<file path="src/rtl/sync_fifo_pkg.sv">
// Shared sizing helpers for the parametrised synchronous FIFO.
// Pointer and occupancy widths are derived from DEPTH in one place.
package sync_fifo_pkg;

  // Pointer width: enough bits to address DEPTH entries; wraps naturally.
  function automatic int ptr_w(input int depth);
    return (depth > 1) ? $clog2(depth) : 1;
  endfunction

  // Occupancy width: one extra bit so the value DEPTH fits.
  function automatic int cnt_w(input int depth);
    return ptr_w(depth) + 1;
  endfunction

  localparam int DEFAULT_DEPTH = 16;
  localparam int DEFAULT_CNT_W = cnt_w(DEFAULT_DEPTH);

  typedef logic [DEFAULT_CNT_W-1:0] count_t;

endpackage

</file>
<file path="src/rtl/sync_fifo_param_if.sv">
// Producer/consumer bus of the synchronous FIFO; the FIFO takes the slave side.
interface sync_fifo_param_if
  import sync_fifo_pkg::*;
#(
  parameter int DATA_W = 8,
  parameter int DEPTH  = 16
) ();

  localparam int CNT_W = cnt_w(DEPTH);

  logic              wr_en;
  logic [DATA_W-1:0] wr_data;
  logic              rd_en;
  logic [DATA_W-1:0] rd_data;
  logic              full;
  logic              empty;
  logic              almost_full;
  logic              almost_empty;
  logic [CNT_W-1:0]  count;
  logic              clr_err;
  logic              overflow;
  logic              underflow;

  modport master (
    output wr_en, wr_data, rd_en, clr_err,
    input  rd_data, full, empty, almost_full, almost_empty, count,
           overflow, underflow
  );

  modport slave (
    input  wr_en, wr_data, rd_en, clr_err,
    output rd_data, full, empty, almost_full, almost_empty, count,
           overflow, underflow
  );

endinterface

</file>
<file path="src/rtl/sync_fifo_ram.sv">
// Simple dual-port register array: synchronous write, asynchronous read.
module sync_fifo_ram
  import sync_fifo_pkg::*;
#(
  parameter int DATA_W = 8,
  parameter int DEPTH  = 16
) (
  input  logic                     clk,
  input  logic                     we,
  input  logic [ptr_w(DEPTH)-1:0]  waddr,
  input  logic [DATA_W-1:0]        wdata,
  input  logic [ptr_w(DEPTH)-1:0]  raddr,
  output logic [DATA_W-1:0]        rdata
);

  logic [DATA_W-1:0] r_mem [DEPTH];

  // Contents are deliberately not reset; pointers define what is valid.
  always_ff @(posedge clk) begin
    if (we) begin
      r_mem[waddr] <= wdata;
    end
  end

  assign rdata = r_mem[raddr];

endmodule

</file>
<file path="src/rtl/sync_fifo_param.sv">
// Parametrised synchronous FIFO with occupancy count, almost flags,
// sticky overflow/underflow and selectable first-word-fall-through read.
module sync_fifo_param
  import sync_fifo_pkg::*;
#(
  parameter int DATA_W    = 8,
  parameter int DEPTH     = 16,
  parameter int AF_THRESH = DEPTH - 2,
  parameter int AE_THRESH = 2,
  parameter int FWFT      = 0
) (
  input  logic                 clk,
  input  logic                 rst_n,
  sync_fifo_param_if.slave     bus
);

  localparam int PTR_W = ptr_w(DEPTH);
  localparam int CNT_W = cnt_w(DEPTH);

  localparam logic [CNT_W-1:0] DEPTH_C = CNT_W'(DEPTH);
  localparam logic [CNT_W-1:0] AF_C    = CNT_W'(AF_THRESH);
  localparam logic [CNT_W-1:0] AE_C    = CNT_W'(AE_THRESH);

  logic [PTR_W-1:0]  r_wr_ptr;
  logic [PTR_W-1:0]  r_rd_ptr;
  logic [CNT_W-1:0]  r_count;
  logic              r_full;
  logic              r_empty;
  logic              r_almost_full;
  logic              r_almost_empty;
  logic              r_overflow;
  logic              r_underflow;

  logic              w_rd_ok;
  logic              w_wr_ok;
  logic              w_ram_we;
  logic [CNT_W-1:0]  w_count_next;
  logic [DATA_W-1:0] w_ram_rdata;

  // A write into a full FIFO is allowed only when a pop frees a slot the
  // same cycle; an empty FIFO never bypasses write data to the reader.
  assign w_rd_ok  = bus.rd_en & ~r_empty;
  assign w_wr_ok  = bus.wr_en & (~r_full | w_rd_ok);
  assign w_ram_we = w_wr_ok & rst_n;

  always_comb begin
    w_count_next = r_count;
    case ({w_wr_ok, w_rd_ok})
      2'b10:   w_count_next = r_count + CNT_W'(1);
      2'b01:   w_count_next = r_count - CNT_W'(1);
      default: w_count_next = r_count;
    endcase
  end

  always_ff @(posedge clk or negedge rst_n) begin
    if (!rst_n) begin
      r_wr_ptr       <= '0;
      r_rd_ptr       <= '0;
      r_count        <= '0;
      r_full         <= 1'b0;
      r_empty        <= 1'b1;
      r_almost_full  <= (AF_THRESH == 0);
      r_almost_empty <= 1'b1;
    end else begin
      if (w_wr_ok) begin
        r_wr_ptr <= r_wr_ptr + PTR_W'(1);
      end
      if (w_rd_ok) begin
        r_rd_ptr <= r_rd_ptr + PTR_W'(1);
      end
      r_count        <= w_count_next;
      r_full         <= (w_count_next == DEPTH_C);
      r_empty        <= (w_count_next == '0);
      r_almost_full  <= (w_count_next >= AF_C);
      r_almost_empty <= (w_count_next <= AE_C);
    end
  end

  // Sticky errors: a new rejection in the clearing cycle keeps the flag set.
  always_ff @(posedge clk or negedge rst_n) begin
    if (!rst_n) begin
      r_overflow  <= 1'b0;
      r_underflow <= 1'b0;
    end else begin
      if (bus.wr_en & ~w_wr_ok) begin
        r_overflow <= 1'b1;
      end else if (bus.clr_err) begin
        r_overflow <= 1'b0;
      end
      if (bus.rd_en & ~w_rd_ok) begin
        r_underflow <= 1'b1;
      end else if (bus.clr_err) begin
        r_underflow <= 1'b0;
      end
    end
  end

  sync_fifo_ram #(
    .DATA_W (DATA_W),
    .DEPTH  (DEPTH)
  ) u_ram (
    .clk    (clk),
    .we     (w_ram_we),
    .waddr  (r_wr_ptr),
    .wdata  (bus.wr_data),
    .raddr  (r_rd_ptr),
    .rdata  (w_ram_rdata)
  );

  generate
    if (FWFT != 0) begin : g_fwft
      assign bus.rd_data = r_empty ? '0 : w_ram_rdata;
    end else begin : g_std
      logic [DATA_W-1:0] r_rd_data;

      always_ff @(posedge clk or negedge rst_n) begin
        if (!rst_n) begin
          r_rd_data <= '0;
        end else if (w_rd_ok) begin
          r_rd_data <= w_ram_rdata;
        end
      end

      assign bus.rd_data = r_rd_data;
    end
  endgenerate

  assign bus.count        = r_count;
  assign bus.full         = r_full;
  assign bus.empty        = r_empty;
  assign bus.almost_full  = r_almost_full;
  assign bus.almost_empty = r_almost_empty;
  assign bus.overflow     = r_overflow;
  assign bus.underflow    = r_underflow;

endmodule

</file>
<file path="src/flat_wrapper.sv">
// flat-port wrapper written by rule: the top's interface ports become plain ports
module sync_fifo_param_flat import sync_fifo_pkg::*;
#(
  parameter int DATA_W    = 8,
  parameter int DEPTH     = 16,
  parameter int AF_THRESH = DEPTH - 2,
  parameter int AE_THRESH = 2,
  parameter int FWFT      = 0
)
  (clk, rst_n, bus_wr_en, bus_wr_data, bus_rd_en, bus_clr_err, bus_rd_data, bus_full, bus_empty, bus_almost_full, bus_almost_empty, bus_count, bus_overflow, bus_underflow);
  sync_fifo_param_if #(.DATA_W(DATA_W), .DEPTH(DEPTH)) bus_i ();
  input  logic clk;
  input  logic rst_n;
  input wire logic [$bits(bus_i.wr_en)-1:0] bus_wr_en;
  input wire logic [$bits(bus_i.wr_data)-1:0] bus_wr_data;
  input wire logic [$bits(bus_i.rd_en)-1:0] bus_rd_en;
  input wire logic [$bits(bus_i.clr_err)-1:0] bus_clr_err;
  output wire logic [$bits(bus_i.rd_data)-1:0] bus_rd_data;
  output wire logic [$bits(bus_i.full)-1:0] bus_full;
  output wire logic [$bits(bus_i.empty)-1:0] bus_empty;
  output wire logic [$bits(bus_i.almost_full)-1:0] bus_almost_full;
  output wire logic [$bits(bus_i.almost_empty)-1:0] bus_almost_empty;
  output wire logic [$bits(bus_i.count)-1:0] bus_count;
  output wire logic [$bits(bus_i.overflow)-1:0] bus_overflow;
  output wire logic [$bits(bus_i.underflow)-1:0] bus_underflow;
  assign bus_i.wr_en = bus_wr_en;
  assign bus_i.wr_data = bus_wr_data;
  assign bus_i.rd_en = bus_rd_en;
  assign bus_i.clr_err = bus_clr_err;
  assign bus_rd_data = bus_i.rd_data;
  assign bus_full = bus_i.full;
  assign bus_empty = bus_i.empty;
  assign bus_almost_full = bus_i.almost_full;
  assign bus_almost_empty = bus_i.almost_empty;
  assign bus_count = bus_i.count;
  assign bus_overflow = bus_i.overflow;
  assign bus_underflow = bus_i.underflow;
  sync_fifo_param #(.DATA_W(DATA_W), .DEPTH(DEPTH), .AF_THRESH(AF_THRESH), .AE_THRESH(AE_THRESH), .FWFT(FWFT)) u_core (.clk(clk), .rst_n(rst_n), .bus(bus_i));
endmodule
</file>
<file path="config.mk">
export PLATFORM = sky130hd
export DESIGN_NAME = sync_fifo_param_flat
export DESIGN_NICKNAME = d
export VERILOG_FILES = /design/src/rtl/sync_fifo_pkg.sv /design/src/rtl/sync_fifo_param_if.sv /design/src/rtl/sync_fifo_ram.sv /design/src/rtl/sync_fifo_param.sv /design/src/flat_wrapper.sv
export SDC_FILE = /design/constraint.sdc
export NUM_CORES = 1
export LEC_CHECK = 0
export CAP_MARGIN = 20
export CORE_AREA = 2 2 122 124
export CTS_CLUSTER_SIZE = 8
export DETAILED_ROUTE_END_ITERATION = 16
export DIE_AREA = 0 0 124 126
export MAX_ROUTING_LAYER = met4
export SLEW_MARGIN = 20
export SYNTH_ARGS = -nofsm -noshare
export SYNTH_HDL_FRONTEND = slang
export SYNTH_SLANG_ARGS = --single-unit
</file>
<file path="constraint.sdc">
create_clock -name clk -period 6.5 [get_ports clk]
set_input_delay 1.3 -clock clk [delete_from_list [all_inputs] [get_ports clk]]
set_output_delay 1.3 -clock clk [all_outputs]
set_load 0.02 [all_outputs]
</file>
Word-level counts from Yosys, hierarchy flattened
Memory sizes are Yosys's and may differ from the RTL's. A register that Yosys moved wholly into a read port is not among the register bits.
Index checks and enable logic that the tools add are counted.
{ "op_classes": {"add_sub_neg": 4, "n_lt_le_gt_ge": 2, "n_eq_ne": 3, "n_mux": 6, "n_bitwise": 10, "n_reduce_logical": 4} }
{ "op_table": {"columns": ["cell", "count"], "rows": [
  ["$pmux 5 s2", 1],
  ["$add 4x1->4 const B", 2],
  ["$add 5x1->5 const B", 1],
  ["$and 1x1->1", 5],
  ["$eq 5x5->1 const B", 1],
  ["$ge 5x4->1 const B", 1],
  ["$le 5x2->1 const B", 1],
  ["$logic_not 5->1", 1],
  ["$mux 1", 5],
  ["$sub 5x1->5 const B", 1],
  ["$not 1->1", 4],
  ["$reduce_bool 2->1", 2],
  ["$eq 2x1->1 const B", 1],
  ["$eq 2x2->1 const B", 1],
  ["$logic_not 1->1", 1],
  ["$or 1x1->1", 1]
]} }
{ "word_totals": {"reg_bits": 19, "mem_bits_rw": 128, "in_bits": 13, "out_inout_bits": 19, "wordCells": 39, "n_memories": 1} }
{ "mem_list": {"columns": ["memory", "words", "word_bits", "rd", "rd_ports_with_merged_regs", "write_ports", "line", "source"], "rows": [
  ["u_core.u_ram.r_mem", 16, 8, 1, 1, 1, "sync_fifo_ram.sv:16", "logic [DATA_W-1:0] r_mem [DEPTH];"]
]} }

Depth between registers and ports, before layout
Gate-level depths: netlist of run 1.
{ "depth": {"word_depth": 7, "depth_mapped": 12, "ltp_nobuf": 11} }

Cells and area by module
From an unflattened synthesis of run 1, not the netlist that was laid out.
{ "unflattened": {"cells_unflattened": 345, "hier_area_um2": 6256.0} }
{ "modules_own_cells": {"columns": ["module", "n_inst", "cells_per_inst", "area_per_inst_um2", "seq_area_each_um2"], "rows": [
  ["sync_fifo_ram", 1, 221, 4987.3, 3843.7],
  ["sync_fifo_param", 1, 124, 1268.7, 678.2]
]} }

Worst setup path before layout of run 1
No wires, ideal clock.
{ "synth_timing": {"kind": "input -> register", "from": "in bus_rd_en", "to": "reg u_core.r_almost_empty (netlist: u_core.bus.almost_empty)", "setup_time_ps": 116, "arrival_time_ps": 3618, "required_time_ps": 6384, "setup_slack_ps": 2766, "cell_stages": 12, "n_path_buf": 1, "path_cell_list": "nand2b_1 > a21boi_1 > inv_1 > ha_1 > buf_2 > xor2_1 > ha_1 > o21ai_1 > a221oi_1 > o211ai_2 > xnor2_2 > a2111oi_1"} }
{ "synth_between": {"elab_chain_cells": 6, "elab_cells_between_ends": 7, "classes_between": "1 x order compare; 2 x eq/ne; 1 x mux; 3 x bitwise"} }
{ "synth_lines": {"columns": ["element", "line", "source"], "rows": [
  ["start, declared", "flat_wrapper.sv:16", "input wire logic [$bits(bus_i.rd_en)-1:0] bus_rd_en;"],
  ["$and 1x1->1 *", "sync_fifo_param.sv:42", "assign w_rd_ok = bus.rd_en & ~r_empty;"],
  ["$or 1x1->1", "sync_fifo_param.sv:43", "assign w_wr_ok = bus.wr_en & (~r_full | w_rd_ok);"],
  ["$and 1x1->1", "sync_fifo_param.sv:43", null],
  ["$eq 2x1->1 / $eq 2x2->1 (equally long branches)", "sync_fifo_param.sv:48", "case ({w_wr_ok, w_rd_ok})"],
  ["$pmux 5 s2 *", "sync_fifo_param.sv:48", null],
  ["named net u_core.w_count_next[4]", "sync_fifo_param.sv:37", "logic [CNT_W-1:0] w_count_next;"],
  ["$le 5x2->1 *", "sync_fifo_param.sv:75", "r_almost_empty <= (w_count_next <= AE_C);"],
  ["end signal, assigned", "sync_fifo_param.sv:75", null],
  ["end, declared", "sync_fifo_param.sv:30", "logic r_almost_empty;"]
]} }
Mark *: on every way through the listed nets, which the timed path passes. The rest lies on a longest branch.
A chain may end at the register's enable or synchronous reset.

Worst setup path in the final report of run 1
Ends and elaborated chain as after synthesis.

==> implementation parameters, run 1 <==
Parameter                              Value

Status
  Outcome    complete, no violations

Logic synthesis
  Syn. warnings    0
  Total nets after synthesis    424
  Fraction of synthesis flops using an asynchronous set or reset pin    0.174
  Fraction of the mapped netlist area in simple logic gates    0.0563
  Part of the Yosys area used for sequential elements    0.716
  Top cell type by total area after synthesis    edfxtp_1
  Register bit count reported by yosys    155
  Synthesized netlist cell count    403
  Area fraction in compound gates after synthesis    0.0693
  Most area-consuming cells after synthesis    edfxtp_1, mux2i_1, dfrtp_1
  Number of enable flip-flop cells after synthesis    128
  Count of unique library cells instantiated by Yosys    46
  Netlist area before placement    6310 sq um
  Syn avg cell area    15.7 sq um
  Main flop type after synthesis    edfxtp_1
  Combinational family with the most area after synthesis    multiplexers
  Portion of netlist area occupied by mux cells    0.103
  Post-synthesis share of cell area spent on full adders, half adders and majority gates    0.0159
  Share of Yosys cell area claimed by the top area cell type    0.609
  XOR/XNOR Fraction of Synth Area    0.0190

STA
  Post-Route Setup TNS    0 ns
  Clock skew    0.00822 ns
  Final count of negative-setup-slack endpoints    0
  RSZ-0062 raised after global routing    false
  Number of max-slew violations in the final report    0
  Transition time at the pin with the least slew margin    0.985 ns
  Minimum period implied by the final worst setup slack    4.30 ns
  Max Freq    0.233 GHz
  Worst relative slew slack    0.341
  Final number of hold-violating endpoints    0
  Fraction of the cycle the final worst path needs    0.661

Detailed routing
  Number of detailed-route iterations in the first pass    5
  Vias per inst    5.46
  Total wirelength of the detailed-routed design    13.0 mm
  Starting DRT DRC Count    368
  Total vias in the final route    3456
  DR DRC count    0
  DRT antenna net count    0
  Routed WL per cell    20.5 um

CTS
  CTS tree    yes
  Clock tree root driver cell    clkbuf_16
  Clock buffer depth    2
  CTS clock-pin slew for the worst setup and hold paths    0.06 ns
  Number of post-CTS setup repair buffers    0
  Sinks on the clock net    155
  Hold_buf cts    0
  Clock latency of the later-clocked register in the worst-skew pair    0.42 ns
  Max H-tree Level    4
  Number of buffers inserted during clock tree synthesis    17
  Number of cells upsized or downsized after cts    0

Die
  Std cell rows    44
  Initial Utilization    0.441
  I/O pin count    32
  Die Span X    124 um
  Die Span Y    126 um
  Die outline area    15600 sq um
  Total core area    14300 sq um

Pwr
  Power density over cell area    447 nW/um^2
  Internal power consumption    0.00219 W
  Switching power share of the total    0.333
  Fraction of power consumed by the clock network    0.292
  Comb pwr share    0.306
  Standby leakage power    2.57 nW
  Peak supply drop    0.200 mV
  Part of the total power dissipated in sequential elements    0.402
  Switching Power    0.00110 W

Final layout
  Nets    457
  Area overhead of the layout relative to synthesis    16.7%
  Fraction of final layout cells with drive strength greater than 1    0.107
  Most frequent standard cell in the layout excluding fill and tap cells    edfxtp_1
  Area of the multi-input gates    1670 sq um
  Fill cell instance count of the final layout    1195
  Area occupied by registers    4530 sq um
  Ant. Diodes    0
  Commonest non-fill, non-tap cells in the layout    edfxtp_1, mux2i_1, clkdlybuf4s50_1
  Non-filler cells in the finished layout    633

Global routing
  Pin count of the biggest net entering global routing    68
  Wire length of the first global-routing pass    20.0 mm
  Global Route Usage Sum    0.184
  Number of global-route vias before repair    3450
  GR Overflow Total    0
  Number of antenna violations at the first check in global routing    0

Worst hold path
  Worst min path class    register to register

Worst setup path
  Worst path cell trace    clkdlybuf4s50_1, nand2b_1, buf_4, a21boi_1, inv_1, ha_1, xor2_1, ha_1, o21ai_1, a221oi_1, o211ai_2, xnor2_2, a2111oi_1
  Data arrival time at the worst-slack endpoint    4.60 ns
  Buffering stage count on the worst path with inverters included    3
  Worst path top cell family by delay    compound AO/OA/AOI/OAI gates
  Kind of critical path    input port to register
  Reg2Reg Setup Slack    3.12 ns
  Crit path largest cell delay    0.54 ns
  Worst path required time    6.80 ns
  Critical Path Most Common Cell    ha_1
  CP startpoint kind    input port
  Kind of end point of the critical path    register
  Slowest CP cell    a21boi_1
  CP Max Fanout    21

Job
  Maximum Capacitance Violations    0

Place
  Final estimated routing congestion in global placement    0.769
  Inst Count DP    601
  Port-buffer cells    31
  Post-DP HPWL    7.74 mm
==> path summary, 6_finish.rpt <==
path                                           start                      end  depth (start not counted)
worst min-delay path            u_core.bus.underflow     u_core.bus.underflow                          2
max in group asynchronous                      rst_n         u_core.bus.empty                          2
min in group asynchronous                      rst_n      u_core.bus.count[0]                          2
worst max-delay path                       bus_rd_en  u_core.bus.almost_empty                         13
worst min register to register  u_core.bus.underflow     u_core.bus.underflow                          2
worst max register to register      u_core.bus.empty  u_core.bus.almost_empty                         12
==> logic make-up after synthesis <==
| group | Yosys count |
|---|---|
| DFF | 155 |
| and+or+nand+nor | 73 |
| muxes | 65 |
| AOI/OAI and AO/OA | 63 |
| buffers and inverters | 27 |
| xor gates and xnor gates | 12 |
| adders and majority gates | 8 |
==> worst register-to-register path: stages (launching register included) <==
cell	delay, ns
dfstp_2	0.37
nand2b_1	0.13
buf_4	0.21
a21boi_1	0.55
inv_1	0.14
ha_1	0.34
xor2_1	0.17
ha_1	0.23
o21ai_1	0.07
a221oi_1	0.31
o211ai_2	0.17
xnor2_2	0.19
a2111oi_1	0.38
==> Yosys cell counts, types with 2 or more instances <==
cell type,instances
inv_1,6
o21ai_0,3
buf_1,2
nand3b_1,2
o21ai_1,9
nand2_1,27
ha_1,8
clkbuf_1,9
nor2_1,18
buf_2,6
xnor2_1,7
mux2i_1,64
and3b_1,2
a22oi_1,16
buf_4,3
a32oi_1,8
nor2b_1,3
dfstp_2,2
xor2_1,3
dfrtp_1,25
a21oi_2,2
nand3_1,11
edfxtp_1,128
a21oi_1,17
==> power by group through the flow <==
stage / clock network, W / registers (W) / logic [W]
CTS: 0.000972 / 0.00132 / 0.00102
floorplan: 0 / 0.00136 / 0.000664
global route: 0.00101 / 0.00134 / 0.00110
detailed placement: 0 / 0.00134 / 0.00101
finish: 0.000961 / 0.00132 / 0.00101
global placement: 0 / 0.00134 / 0.000994
==> sequential cells by signal, summed over array words and instances (netlist names) <==
register / count
u_core.r_rd_ptr: 4
u_core.bus.full: 1
u_core.bus.underflow: 1
u_core.bus.empty: 1
u_core.bus.overflow: 1
u_core.bus.almost_empty: 1
u_core.bus.count: 5
u_core.r_wr_ptr: 4
u_core.bus.rd_data: 8
u_core.u_ram.r_mem: 128
u_core.bus.almost_full: 1
==> per-layer routing <==
metal / up-vias / GRT usage / share of wire
met4: 0 / 0.0635 / 0.010
met5: - / - / 0
met3: 14 / 0.0380 / 0.038
li1: 1598 / - / -
met2: 71 / 0.276 / 0.49
met1: 1773 / 0.251 / 0.46
==> layout make-up <==
type / count / share of cell area
clock buffers: 19 / 0.0587
well taps: 184 / 0.0312
clock inverters: 13 / 0.0197
inverters: 6 / 0.00306
repair buffers: 35 / 0.0467
multi-input cells: 221 / 0.227
flip-flops and latches: 155 / 0.614
==> through the flow <==
stage / hold slack (ns) / total power (W) / worst slack, ns / instance area [sq um] / utilization
final: 0.519 / 0.00329 / 2.20 / 7370 / 0.515
after global routing: 0.547 / 0.00345 / 1.75 / 7370 / 0.515
after CTS: 0.526 / 0.00332 / 2.20 / 7370 / 0.515
after global placement: 0.510 / 0.00233 / 1.93 / 6790 / 0.474
after detailed placement: 0.512 / 0.00236 / 1.74 / 6790 / 0.474
after floorplan: 0.492 / 0.00202 / 2.77 / 6310 / -
Power figures use the tool's default switching activity.
==> inputs of run 2 (changes only) <==
Clock period 6.5 ns to 4.1 ns, I/O delays scaled along.
==> implementation parameters, run 2 (same netlist as run 1, synthesis figures left out) <==
Parameter                              Value

Job
  Maximum Capacitance Violations    0 (unchanged)

CTS
  Clock buffer depth    2 (unchanged)
  Hold_buf cts    0 (unchanged)
  Clock tree root driver cell    clkbuf_16
  Max H-tree Level    4 (unchanged)
  Number of buffers inserted during clock tree synthesis    17 (unchanged)
  Number of post-CTS setup repair buffers    0 (unchanged)
  CTS clock-pin slew for the worst setup and hold paths    0.06 ns (about the same)
  Sinks on the clock net    155 (unchanged)
  Clock latency of the later-clocked register in the worst-skew pair    0.41 ns (about the same)
  CTS tree    yes
  Number of cells upsized or downsized after cts    0 (unchanged)

Die
  Total core area    14300 sq um (unchanged)
  Initial Utilization    0.441 (unchanged)
  Die Span Y    126 um (unchanged)
  Die outline area    15600 sq um (unchanged)
  I/O pin count    32 (unchanged)
  Std cell rows    44 (unchanged)
  Die Span X    124 um (unchanged)

Final layout
  Area of the multi-input gates    1670 sq um (unchanged)
  Area occupied by registers    4530 sq um (unchanged)
  Number of flip-flops in the largest register    128 (unchanged)
  Fraction of final layout cells with drive strength greater than 1    0.119 (+0.0120)
  Ant. Diodes    0 (unchanged)
  Nets    462 (+1.1%)
  Area overhead of the layout relative to synthesis    17.1%
  Reg with most FFs    u_core.u_ram.r_mem
  Commonest non-fill, non-tap cells in the layout    edfxtp_1, mux2i_1, clkdlybuf4s50_1
  Most frequent standard cell in the layout excluding fill and tap cells    edfxtp_1
  Fill cell instance count of the final layout    1201 (+0.50%)

Detailed routing
  Number of detailed-route iterations in the first pass    4 (-1)
  Total wirelength of the detailed-routed design    12.8 mm (-1.3%)
  Wire length on met2    6.06 mm (-4.6%)
  Vias per inst    5.35 (-2.0%)
  Detailed-routed wire length on met3    651 um (+32%)
  Highest routed metal layer    met4
  Total vias in the final route    3413 (-1.2%)
  DRT antenna net count    0 (unchanged)
  Starting DRT DRC Count    371 (+0.82%)
  DR DRC count    0 (unchanged)
  M1 wire length    5.99 mm (-0.27%)
  Routed WL per cell    20.1 um (-2.1%)

Worst setup path
  Critical Path Most Common Cell    ha_1
  Crit path largest cell delay    0.48 ns (-0.06 ns)
  Worst path required time    4.39 ns (-2.41 ns)
  Slowest CP cell    clkdlybuf4s50_1
  Kind of end point of the critical path    register
  Data arrival time at the worst-slack endpoint    3.53 ns (-1.07 ns)
  Kind of critical path    input port to register
  Buffering stage count on the worst path with inverters included    2 (-1)
  CP startpoint kind    input port
  CP Max Fanout    10 (-52%)
  Worst path top cell family by delay    compound AO/OA/AOI/OAI gates
  Worst path cell trace    clkdlybuf4s50_1, nand2b_1, a21boi_1, inv_1, ha_1, xor2_1, ha_1, o21ai_1, a221oi_1, o211ai_2, xnor2_2, a2111oi_1

Pwr
  Comb pwr share    0.301 (-0.005)
  Standby leakage power    2.59 nW (+0.79%)
  Switching Power    0.00172 W (+57%)
  Part of the total power dissipated in sequential elements    0.419 (+0.017)
  Design Power    0.00515 W (+56%)
  Switching power share of the total    0.334 (+0.000758)
  Internal power consumption    0.00343 W (+56%)
  Power density over cell area    696 nW/um^2 (+56%)
  Fraction of power consumed by the clock network    0.280 (-0.012)
  Peak supply drop    0.332 mV (+65%)

STA
  Clock skew    0.00853 ns (+0.000311 ns)
  Worst relative slew slack    0.336 (-0.00461)
  Transition time at the pin with the least slew margin    0.992 ns (+0.00688 ns)
  Minimum period implied by the final worst setup slack    3.24 ns
  Final number of hold-violating endpoints    0 (unchanged)
  Number of max-slew violations in the final report    0 (unchanged)
  Max Freq    0.309 GHz
  Fraction of the cycle the final worst path needs    0.789
  Final count of negative-setup-slack endpoints    0 (unchanged)
  RSZ-0062 raised after global routing    false
  Post-Route Setup TNS    0 ns (unchanged)

Place
  Final estimated routing congestion in global placement    0.793 (+3.1%)
  Post-DP HPWL    7.87 mm (+1.6%)
  Port-buffer cells    31 (unchanged)

Global routing
  Number of antenna violations at the first check in global routing    0 (unchanged)
  Wire length of the first global-routing pass    19.9 mm (-0.52%)
  Number of global-route vias before repair    3443 (-0.20%)
  GR Overflow Total    0 (unchanged)
  Global Route Usage Sum    0.180 (-0.00341)
  Pin count of the biggest net entering global routing    68 (unchanged)

Worst hold path
  Worst min path class    register to register

Status
  Outcome    complete, no violations
run 2: worst paths after layout:
path	startpoint	to	slack, ns	depth (start not counted)
hold / removal	u_core.bus.rd_data[0]	u_core.bus.rd_data[0]	0.51	2
setup / recovery	bus_rd_en	u_core.bus.almost_empty	0.86	12
max in group asynchronous	rst_n	u_core.r_rd_ptr[1]	2.91	2
hold reg to reg	u_core.bus.rd_data[0]	u_core.bus.rd_data[0]	0.51	2
setup reg to reg	u_core.bus.empty	u_core.bus.almost_empty	1.22	11
min in group asynchronous	rst_n	u_core.r_wr_ptr[1]	0.85	2
run 2: final cells by class:
cell class | count | share of cell area
Clock buffer | 18 | 0.0580
Tap cell | 184 | 0.0311
Inverter | 6 | 0.00304
Multi-Input combinational cell | 221 | 0.226
Sequential cell | 155 | 0.612
Clock inverter | 14 | 0.0164
Timing Repair Buffer | 40 | 0.0538
run 2: through the flow:
stage          cells  area (sq um)  setup slack [ns]  hold WS [ns]  utilization
2_1_floorplan    403          6310             0.846         0.492            -
6_report         638          7400             0.864         0.514        0.517
3_5_place_dp     605          6820             0.432         0.508        0.476
4_1_cts          637          7370             0.843         0.522        0.515
5_1_grt          638          7400             0.631         0.546        0.517
3_3_place_gp     605          6820             0.573         0.495        0.476
run 2: worst min-delay path, cell delays in order (launching register included):
cell and delay [ns]:
dfrtp_1 0.35, a32oi_1 0.06, o21ai_1 0.07
run 2: routing by layer:
| metal | GRT usage | vias up |
|---|---|---|
| met4 | 0.0463 | 0 |
| li1 | - | 1612 |
| met2 | 0.274 | 86 |
| met1 | 0.253 | 1704 |
| met3 | 0.0340 | 11 |
| met5 | - | - |
run 2: power by group through the flow:
stage,registers (W),logic [W],clock network (W)
final,0.00216,0.00155,0.00144
after detailed placement,0.00228,0.00145,0
after global placement,0.00227,0.00142,0
after floorplan,0.00215,0.00105,0
after global routing,0.00219,0.00169,0.00154
after CTS,0.00225,0.00145,0.00146
